## config.mk

```make
export PLATFORM = sky130hd
export DESIGN_NAME = iter_divider
export DESIGN_NICKNAME = d
export VERILOG_FILES = /design/src/rtl/iter_divider_pkg.sv /design/src/rtl/iter_divider_div_step.sv /design/src/rtl/iter_divider.sv
export SDC_FILE = /design/constraint.sdc
export NUM_CORES = 1
export LEC_CHECK = 0
export BUFFER_PORTS_ARGS = -buffer_cell sky130_fd_sc_hd__clkbuf_2
export CORE_ASPECT_RATIO = 1.1
export CORE_MARGIN = 4
export CORE_UTILIZATION = 48
export CTS_CLUSTER_SIZE = 40
export DETAILED_ROUTE_END_ITERATION = 8
export PLACE_DENSITY = 0.7
export SYNTH_ARGS = -nofsm -noshare
export SYNTH_HDL_FRONTEND = slang
export SYNTH_HIERARCHICAL = 1
export SYNTH_SLANG_ARGS = --single-unit
```

## constraint.sdc

```tcl
create_clock -name clk -period 2.98 [get_ports clk]
set_clock_uncertainty 0.15 [all_clocks]
set_input_delay 0.149 -clock clk [delete_from_list [all_inputs] [get_ports clk]]
set_output_delay 0.149 -clock clk [all_outputs]
set_load 0.01 [all_outputs]
```

## src/rtl/iter_divider_pkg.sv

```systemverilog
// Shared definitions for the iterative restoring divider: default width and
// FSM state encodings.
package iter_divider_pkg;

  localparam int DATA_WIDTH_DEFAULT = 32;

  typedef enum logic [1:0] {
    DIV_IDLE = 2'd0,
    DIV_ITER = 2'd1,
    DIV_FIX  = 2'd2,
    DIV_DONE = 2'd3
  } div_state_e;

endpackage

```

## src/rtl/iter_divider_div_step.sv

```systemverilog
// One combinational restoring-division step: shift in the next dividend bit,
// subtract the divisor if it fits, and report the resulting quotient bit.
module iter_divider_div_step #(
  parameter int DATA_WIDTH = 32
) (
  input  logic [DATA_WIDTH-1:0] r,
  input  logic                  dividend_msb,
  input  logic [DATA_WIDTH-1:0] divisor,
  output logic [DATA_WIDTH-1:0] r_next,
  output logic                  q_bit
);

  logic [DATA_WIDTH:0]   shifted;
  logic [DATA_WIDTH-1:0] diff;

  assign shifted = {r, dividend_msb};
  assign q_bit   = (shifted >= {1'b0, divisor});
  // When the subtraction is taken the result is below the divisor, so it
  // always fits in DATA_WIDTH bits and the modulo subtraction is exact.
  assign diff    = shifted[DATA_WIDTH-1:0] - divisor;
  assign r_next  = q_bit ? diff : shifted[DATA_WIDTH-1:0];

endmodule

```

## src/rtl/iter_divider.sv

```systemverilog
// Multi-cycle radix-2 restoring divider with valid/ready handshakes on both
// sides; one operation in flight, signed or unsigned operands.
module iter_divider
  import iter_divider_pkg::*;
#(
  parameter int DATA_WIDTH = DATA_WIDTH_DEFAULT
) (
  input  logic                  clk,
  input  logic                  rst,
  input  logic                  in_valid,
  output logic                  in_ready,
  input  logic [DATA_WIDTH-1:0] A,
  input  logic [DATA_WIDTH-1:0] B,
  input  logic                  is_signed,
  output logic                  out_valid,
  input  logic                  out_ready,
  output logic [DATA_WIDTH-1:0] Quotient,
  output logic [DATA_WIDTH-1:0] Remainder,
  output logic                  DivByZero
);

  localparam int CNT_W = $clog2(DATA_WIDTH + 1);

  div_state_e state, state_next;

  logic [CNT_W-1:0]      count;
  logic [DATA_WIDTH-1:0] dividend;
  logic [DATA_WIDTH-1:0] divisor;
  logic [DATA_WIDTH-1:0] rem;
  logic                  sign_q;
  logic                  sign_r;

  logic [DATA_WIDTH-1:0] a_mag;
  logic [DATA_WIDTH-1:0] b_mag;
  logic [DATA_WIDTH-1:0] rem_next;
  logic                  q_bit;
  logic                  accept;
  logic                  b_zero;
  logic                  last_step;

  assign in_ready  = (state == DIV_IDLE);
  assign out_valid = (state == DIV_DONE);
  assign accept    = in_ready && in_valid;
  assign b_zero    = (B == '0);
  assign last_step = (count == CNT_W'(1));

  // Magnitude of the most negative value wraps to itself, which is exactly
  // the unsigned magnitude we need.
  assign a_mag = (is_signed && A[DATA_WIDTH-1]) ? -A : A;
  assign b_mag = (is_signed && B[DATA_WIDTH-1]) ? -B : B;

  iter_divider_div_step #(
    .DATA_WIDTH(DATA_WIDTH)
  ) u_step (
    .r           (rem),
    .dividend_msb(dividend[DATA_WIDTH-1]),
    .divisor     (divisor),
    .r_next      (rem_next),
    .q_bit       (q_bit)
  );

  // NOTE: sequential state uses non-blocking assignments so every register
  // samples the pre-edge values, independent of statement order.
  always_ff @(posedge clk) begin
    if (rst) state <= DIV_IDLE;
    else     state <= state_next;
  end

  // NOTE: state_next is defaulted before the case so no path leaves it
  // unassigned, which would otherwise infer a latch.
  always_comb begin
    state_next = state;
    unique case (state)
      DIV_IDLE: if (in_valid)  state_next = b_zero ? DIV_DONE : DIV_ITER;
      DIV_ITER: if (last_step) state_next = DIV_FIX;
      DIV_FIX:                 state_next = DIV_DONE;
      DIV_DONE: if (out_ready) state_next = DIV_IDLE;
      default:                 state_next = DIV_IDLE;
    endcase
  end

  // Architecturally visible state: counter and result registers.
  always_ff @(posedge clk) begin
    if (rst) begin
      count     <= '0;
      Quotient  <= '0;
      Remainder <= '0;
      DivByZero <= 1'b0;
    end else begin
      unique case (state)
        DIV_IDLE: if (accept) begin
          count <= CNT_W'(DATA_WIDTH);
          if (b_zero) begin
            Quotient  <= '1;
            Remainder <= A;
            DivByZero <= 1'b1;
          end
        end
        DIV_ITER: count <= count - CNT_W'(1);
        DIV_FIX: begin
          Quotient  <= sign_q ? -dividend : dividend;
          Remainder <= sign_r ? -rem : rem;
          DivByZero <= 1'b0;
        end
        default: ;
      endcase
    end
  end

  // NOTE: the working registers carry no reset; they are always loaded on
  // accept before anything reads them.
  always_ff @(posedge clk) begin
    if (accept) begin
      dividend <= a_mag;
      divisor  <= b_mag;
      rem      <= '0;
      sign_q   <= is_signed & (A[DATA_WIDTH-1] ^ B[DATA_WIDTH-1]);
      sign_r   <= is_signed & A[DATA_WIDTH-1];
    end else if (state == DIV_ITER) begin
      rem      <= rem_next;
      dividend <= {dividend[DATA_WIDTH-2:0], q_bit};
    end
  end

endmodule

```

# Word-level counts from Yosys, hierarchy flattened
# Index checks and enable logic that the tools add are counted.
# classes
multipliers	0
addsub	6
div_mod_pow	0
eq_ne	9
n_reduce_logical	11
shifts	0
n_mux	23
magnitude_cmp	1
n_bitwise	3
# op_table
cell	count
$mux 32	11
$neg 32->32	4
$pmux 32 s2	2
$ge 33x32->1	1
$logic_not 32->1	1
$sub 32x32->32	1
$pmux 6 s2	1
$mux 2	4
$pmux 2 s4	1
$eq 6x1->1 const B	1
$mux 6	1
$ne 2x1->1 const B	3
$reduce_and 3->1	2
$reduce_bool 2->1	3
$sub 6x1->6 const B	1
$eq 2x2->1 const B	2
$ne 2x2->1 const B	2
$logic_and 1x1->1	3
$and 1x1->1	2
$eq 2x1->1 const B	1
$logic_not 2->1	1
$mux 1	2
$pmux 1 s2	1
$reduce_and 2->1	1
$xor 1x1->1	1
# word_totals
output_inout_bits	67
word_cells	63
regBits	171
latch_bits	0
mem_count	0
inputBits	69
rom_bits	0
ramBits	0

# Longest topological paths before layout
# Gate-level depths: netlist of the first run.
# logic_depth
word_depth	4
ltp_mapped	16
depth_no_buf	13

# By module
# Netlist of the first run, hierarchy kept.
# by_module_without_submodules
mod	instances	cells_each	seq_area_each_um2	area_per_inst_um2
iter_divider	1	985	4083.9	9161.3
iter_divider_div_step	1	323	0.0	2331.0

# Worst setup path before layout of the first run
# No wires, ideal clock.
# synth_path
path_type	register to register
from	register rem[6]
to	register rem[22]
synth_period_minus_slack_ns	3.206
t_required_ns	2.650
path_stages_with_launch	15
arrival_time_ns	2.876
setup_time_ns	0.180
path_slack_ns	-0.226
n_path_buf	2
cell_sequence	dfxtp_1 -> ha_1 -> a21oi_2 -> a211oi_1 -> or3_4 -> nor4b_4 -> o21ai_2 -> a31oi_4 -> o21a_4 -> inv_2 -> buf_6 -> buf_12 -> mux2_4 -> mux2i_1 -> nor2_1
# synth_via
elab_chain_cells	2
elab_cells_between_ends	3
classes_between	add/sub (1); order compare (1); mux (1)
# synth_lines
element	line_no	rtl
start, declared	iter_divider.sv:29	logic [DATA_WIDTH-1:0] rem;
start signal, assigned	iter_divider.sv:120	rem <= rem_next;
$ge 33x32->1	iter_divider_div_step.sv:17	assign q_bit = (shifted >= {1'b0, divisor});
named net q_bit	iter_divider.sv:36	logic q_bit;
$mux 32	iter_divider_div_step.sv:21	assign r_next = q_bit ? diff : shifted[DATA_WIDTH-1:0];
named net rem_next[22]	iter_divider.sv:35	logic [DATA_WIDTH-1:0] rem_next;
# The timed path passes the listed nets, and every way through them passes these cells.
# A chain may end at the register's enable or synchronous reset.

# Worst setup path after layout of the first run
# layout_path
from	register dividend[31]
to	register rem[11]
# layout_via
elab_chain_cells	2
elab_cells_between_ends	3
classes_between	add/sub (1); order compare (1); mux (1)
# layout_lines
element	line_no	rtl
start, declared	iter_divider.sv:27	logic [DATA_WIDTH-1:0] dividend;
start signal, assigned	iter_divider.sv:114	dividend <= a_mag;
start signal, assigned	iter_divider.sv:121	dividend <= {dividend[DATA_WIDTH-2:0], q_bit};
$ge 33x32->1	iter_divider_div_step.sv:17	
named net q_bit	iter_divider.sv:36	
$mux 32	iter_divider_div_step.sv:21	
named net rem_next[11]	iter_divider.sv:35	
# The timed path passes the listed nets, and every way through them passes these cells.

==> results_dict.tcl, run 1 <==
set metrics [dict create \
    outcome "finished with violations" \
    violations "setup timing" \
    yosysTopAreaCellShare 0.1829 \
    antenna_left 0 \
    viasPerCell 5.574 \
    fin_crit_sh 1.065 \
    startpoint "dividend[31]" \
    final_max_slew_viol_count 0 \
    setup_slack_ps -193.2 \
    crit_type "flop to flop" \
    start_util 0.4865 \
    synth-seq-cells 171 \
    worstMarginPinSlew_ps 944.2 \
    slew_headroom 0.3706 \
    crit_end "rem[11]" \
    yosysTopAreaCell "dfxtp_1" \
    core_area_sq_um 23620 \
    timing.rr.end "rem[11]" \
    synth_area_sq_um 11490 \
    avgSynthCellArea_sq_um 8.786 \
    period_minus_slack_ps 3173 \
    ys_seq_area_frac 0.3554 \
    met2WireLength_microns 15270 \
    die_x_microns 155.5 \
    worstSetupEndpointType "flop" \
    rrSetupSlack_ps -190 \
    die_y_microns 170.3 \
    io-pin-count 136 \
    max_freq_mhz 315.1 \
    cts-root-buf "clkbuf_16" \
    synth_cell_types 78 \
    clock-sinks 171 \
    wirelength_microns 31270 \
    irDropWorstVdd_mv 0.4729 \
    finalSetupViolCount 31 \
    ys_async_sr_fraction 0 \
    dpl-instance-area_sq_um 13230 \
    rows 59 \
    grt_antenna_before_repair 0 \
    dr.first_iter.drc_count 750 \
    clk-insertion-delay-late_ps 430 \
    ys.flop_type "dfxtp_1" \
    hpwl_microns 23140 \
    n_fill_cell 1995 \
    syn_inst 1308 \
    rsz0062_at_grt "yes" \
    hold_viol 0 \
    topRoutingLayerUsed "met4" \
    grt_pass1_wl_microns 49740 \
    power_density_nw_per_um2 696.1 \
    fin_area_sq_um 14660 \
    yosys-top-cells-area "dfxtp_1, edfxtp_1, xor2_1, ha_1, nor2_1" \
    ys_warn_count 6 \
    cts_tree "done" \
    cp.required_ps 3110 \
    drive_above_1_share 0.2544 \
    synth_edf_count 66 \
    grt_pass1_vias 10080 \
    post_drt_wl_per_cell_microns 16.51 \
    vias 10560 \
    regToRegStartpoint "dividend[31]" \
    syn_to_final_growth_pct 27.54 \
    drc 0 \
    die-area_sq_um 26480 \
    finalPower_uw 10200 \
    grt_max_degree 71 \
    drt-met1-wl_microns 13610 \
    htree_levels 4 \
    cts_made_buffers 17 \
    firstDrtPassIters 5 \
    critPathLaunchType "flop" \
    clock_path_buffers 2 \
    gp_congestion 0.9332 \
    grt.total_usage 0.2285 \
    hold_ws_ps 7.698 \
    mappedNetlistNets 1421 \
    drv_cap 0 \
    wl_met3_microns 1496 \
    min-delay-start "A[31]" \
    r2r_cells 15 \
    path_clk_slew_ps 70 \
    cp_max_fo 10 \
    grt_overflow 0 \
    final_nets 1688 \
    arrival_ps 3300 \
    hp-class "input pin to flop" \
    p_leak_uw 0.006164 \
    io_buffers 135 \
    fin_setup_tns_ps -4030 \
]
-- registers in the layout, summed over array words and instances, names as in the netlist --
name       count
DivByZero      1
Quotient      32
Remainder     32
count          6
dividend      32
divisor       32
rem           32
sign_q         1
sign_r         1
state          2
-- cell usage after synthesis, types with 4 or more instances --
library cell / n
a211o_1: 13
a211oi_1: 35
a21boi_0: 4
a21o_1: 9
a21oi_1: 77
a311oi_1: 5
a31oi_1: 8
and2_1: 5
and3_1: 6
buf_1: 7
buf_2: 10
clkbuf_1: 51
dfxtp_1: 105
edfxtp_1: 66
ha_1: 43
inv_1: 64
mux2_2: 20
mux2_4: 9
mux2i_1: 41
nand2_1: 127
nand2b_1: 10
nand3_1: 17
nand4_1: 9
nor2_1: 133
nor2b_1: 9
nor3_1: 22
nor4_1: 12
o211ai_1: 22
o21a_1: 4
o21ai_0: 76
o21bai_1: 4
o31ai_1: 28
o41ai_1: 23
or3_1: 13
or4_1: 16
or4_4: 4
xnor2_1: 53
xor2_1: 91
-- critical path, cell delays in order (launching register included) --
cell,delay (ps)
edfxtp_1,420
inv_2,110
ha_4,150
buf_6,100
nor2b_4,30
o2111a_1,260
o211ai_1,230
nor4b_4,360
o21ai_2,130
a31oi_4,190
o21a_4,180
inv_8,50
buf_12,140
mux2_2,290
mux2i_1,170
nor2_1,60
-- layer usage --
| metal | vias to the layer above | GRT usage |
|---|---|---|
| met5 | - | 0 |
| met4 | 0 | 0.08222 |
| met3 | 63 | 0.03001 |
| met2 | 316 | 0.3960 |
| met1 | 4933 | 0.2921 |
| li1 | 5246 | - |
-- cell type report --
| type | count | area, sq um | area share |
|---|---|---|---|
| Sequential cell | 171 | 4088 | 0.2789 |
| Antenna cell | 1 | 2.502 | 0.0001707 |
| Inverter | 65 | 251.5 | 0.01716 |
| Clock buffer | 18 | 429.2 | 0.02928 |
| Timing Repair Buffer | 323 | 2291 | 0.1563 |
| Tap cell | 305 | 381.6 | 0.02604 |
| Clock inverter | 14 | 158.9 | 0.01084 |
| Multi-Input combinational cell | 997 | 7056 | 0.4813 |
-- cells by family after synthesis --
| kind of cell | after synthesis | share of synthesized area |
|---|---|---|
| compound gates | 337 | 0.1995 |
| simple gates | 402 | 0.1686 |
| xor+xnor | 144 | 0.1097 |
| buf+inv | 140 | 0.05117 |
| flops | 171 | 0.3554 |
| fa+ha+maj | 44 | 0.04856 |
| mux | 70 | 0.06707 |
-- cell usage in the layout, fill, tap and decap left out, types with 16 or more instances in the layout --
cell	synthesis	layout
ha_1	43	32
o31ai_1	28	25
inv_1	64	56
xnor2_1	53	53
xor2_1	91	91
nor3_1	22	21
dlygate4sd3_1	0	50
clkbuf_16	0	18
buf_4	3	130
o211ai_1	22	22
clkbuf_2	0	135
a211oi_1	35	34
edfxtp_1	66	66
o21ai_0	76	74
mux2_2	20	20
nand3_1	17	16
nand2_1	127	125
a21oi_1	77	75
nor2_1	133	133
or4_1	16	16
o41ai_1	23	20
dfxtp_1	105	102
mux2i_1	41	41
-- repair_timing --
| action | 4_1_cts | 5_1_grt |
|---|---|---|
| buffers inserted | 5 | 5 |
| hold endpoints to repair | 52 | 0 |
| cloned | 0 | 1 |
| setup endpoints to repair | 30 | 57 |
| pin swaps | 13 | 9 |
| hold buffers | 50 | 0 |
| resized for setup | 23 | 26 |
-- report_power, final --
part,switching (uW),total (uW),internal [uW]
Clock,1000,2260,1260
Sequential,528,3700,3170
Combinational,2390,4240,1850
-- through the flow --
stage / setup WS (ps) / std cells / util
6_report: -193.2 / 1894 / 0.6205
5_1_grt: -311.7 / 1893 / 0.6204
4_1_cts: -105.3 / 1887 / 0.6126
3_5_place_dp: -257.0 / 1800 / 0.5602
3_3_place_gp: -152.0 / 1800 / 0.5602
2_1_floorplan: -136.6 / 1308 / -
-- how the worst min path moves through the flow --
stage	to	slack [ps]	cells past startpoint
2_1_floorplan	divisor[0]	100	0
5_1_grt	Remainder[8]	40	3
3_3_place_gp	divisor[0]	230	1
3_5_place_dp	divisor[0]	230	1
6_report	dividend[31]	8	3
4_1_cts	Remainder[8]	4	3
No activity file was read; power rests on OpenSTA's default activity.
==> inputs of run 2 (changes only) <==
--- a/config.mk
+++ b/config.mk
@@ -11,7 +11,7 @@
 export CORE_UTILIZATION = 48
 export CTS_CLUSTER_SIZE = 40
 export DETAILED_ROUTE_END_ITERATION = 8
-export PLACE_DENSITY = 0.7
+export PLACE_DENSITY = 0.68
 export SYNTH_ARGS = -nofsm -noshare
 export SYNTH_HDL_FRONTEND = slang
 export SYNTH_HIERARCHICAL = 1
==> constraint.sdc (replaced) <==
create_clock -name clk -period 3.7 [get_ports clk]
set_clock_uncertainty 0.15 [all_clocks]
set_input_delay 0.185 -clock clk [delete_from_list [all_inputs] [get_ports clk]]
set_output_delay 0.185 -clock clk [all_outputs]
set_load 0.01 [all_outputs]
==> results_dict.tcl, run 2 (synthesis gave the netlist of run 1 again) <==
set metrics [dict create \
    final_cell_mix "clkbuf_2, nor2_1, nand2_1, dfxtp_1, xor2_1" \
    clock_path_buffers 2 \
    final_max_slew_viol_count 0 \
    startpoint "divisor[7]" \
    rsz0062_at_grt "no" \
    hpwl_microns 21780 \
    power_density_nw_per_um2 577.6 \
    rrSetupSlack_ps 180 \
    drv_cap 0 \
    max_freq_mhz 284.3 \
    io-pin-count 136 \
    grt.total_usage 0.2156 \
    outcome "completed" \
    die_y_microns 170.3 \
    wirelength_microns 29220 \
    r2r_cells 14 \
    cts_made_buffers 17 \
    viasPerCell 5.632 \
    gp_congestion 0.9636 \
    grt_pass1_wl_microns 47080 \
    timing.rr.end "rem[24]" \
    hold_ws_ps 19.96 \
    cts_setup_buffers 0 \
    clock-sinks 171 \
    clk-insertion-delay-late_ps 430 \
    final_nets 1574 \
    io_buffers 135 \
    hold_viol 0 \
    worstMarginPinSlew_ps 1218 \
    crit_type "flop to flop" \
    grt_max_degree 73 \
    dr.first_iter.drc_count 593 \
    arrival_ps 3650 \
    htree_levels 4 \
    cp.required_ps 3830 \
    worstSetupEndpointType "flop" \
    start_util 0.4865 \
    path_clk_slew_ps 70 \
    cts-root-buf "clkbuf_16" \
    cts_tree "done" \
    drc 0 \
    grt_pass1_vias 9364 \
    cp_max_fo 8 \
    seq_area_sq_um 4085 \
    regToRegStartpoint "divisor[7]" \
    syn_to_final_growth_pct 17.76 \
    antenna_left 0 \
    drive_above_1_share 0.1791 \
    slew_headroom 0.1878 \
    irDropWorstVdd_mv 0.2781 \
    n_fill_cell 2128 \
    fin_setup_tns_ps 0 \
    post_drt_wl_per_cell_microns 16.42 \
    period_minus_slack_ps 3517 \
    die_x_microns 155.5 \
    die-area_sq_um 26480 \
    grt_antenna_before_repair 0 \
    firstDrtPassIters 6 \
    critPathLaunchType "flop" \
    crit_end "rem[24]" \
    rows 59 \
    grt_overflow 0 \
    diodes 0 \
    fin_crit_sh 0.9506 \
    finalSetupViolCount 0 \
    multi_input_area_sq_um 6832 \
    p_leak_uw 0.005584 \
    hp-class "input pin to flop" \
    vias 10020 \
    final_common_cell "clkbuf_2" \
    core_area_sq_um 23620 \
]
[run 2: changes by cell type in the layout (fill, tap and decap cells not counted), sizes merged]
cell,delta
inv,-2
clkinvlp,+2
diode,-1
clkbuf,-1
dlygate4sd3,-8
buf,-105
[run 2: routing by layer]
| layer | wire (microns) | track usage | vias up |
|---|---|---|---|
| met5 | 0 | 0 | - |
| met4 | 884 | 0.08489 | 0 |
| met3 | 1306 | 0.03001 | 55 |
| met2 | 13880 | 0.3605 | 267 |
| met1 | 13150 | 0.2827 | 4666 |
| li1 | - | - | 5032 |
[run 2: how the worst min path moves through the flow]
stage | depth (start not counted) | from | end
floorplan | 0 | B[0] | divisor[0]
global placement | 2 | Remainder[20] | Remainder[20]
detailed placement | 2 | Remainder[4] | Remainder[4]
CTS | 3 | A[1] | Remainder[1]
global route | 2 | is_signed | divisor[31]
finish | 3 | A[1] | Remainder[1]
[run 2: layout make-up]
class	count	share of cell area
inverters	65	0.01803
flip-flops and latches	171	0.3019
multi-input cells	997	0.5048
clock inverters	14	0.01322
clock buffers	18	0.03328
well taps	305	0.02820
repair buffers	209	0.1006
[run 2: report_power, final]
group	internal, uW	switching (uW)
Clock	1060	828
Sequential	2560	423
Combinational	1180	1770
Total	4790	3020
[run 2: what timing repair did]
action | in CTS | in global routing
setup endpoints to repair | 0 | 1
resized for setup | 0 | 1
hold buffers | 42 | 0
endpoints found under the hold margin | 43 | 0
[run 2: metrics by stage]
stage | power [uW] | setup WS [ps] | utilization | std cells | instance area (sq um)
global route | 8336 | 1.049 | 0.5729 | 1779 | 13530
CTS | 7855 | 176.9 | 0.5728 | 1779 | 13530
finish | 7817 | 182.8 | 0.5729 | 1779 | 13530
global placement | 5878 | 337.1 | 0.5284 | 1705 | 12480
floorplan | 5112 | 494.2 | - | 1308 | 11490
detailed placement | 5920 | 241.0 | 0.5284 | 1705 | 12480
[run 2: critical path, stage by stage (launching register included)]
cell      delay, ps
edfxtp_1        320
inv_1            50
ha_1            360
a21oi_2         230
a211oi_1        100
or3_4           390
nor4b_4         420
o21ai_2         130
a31oi_4         220
o21a_4          210
inv_2            60
buf_4           190
mux2_4          310
mux2i_1         160
nor2_1           70
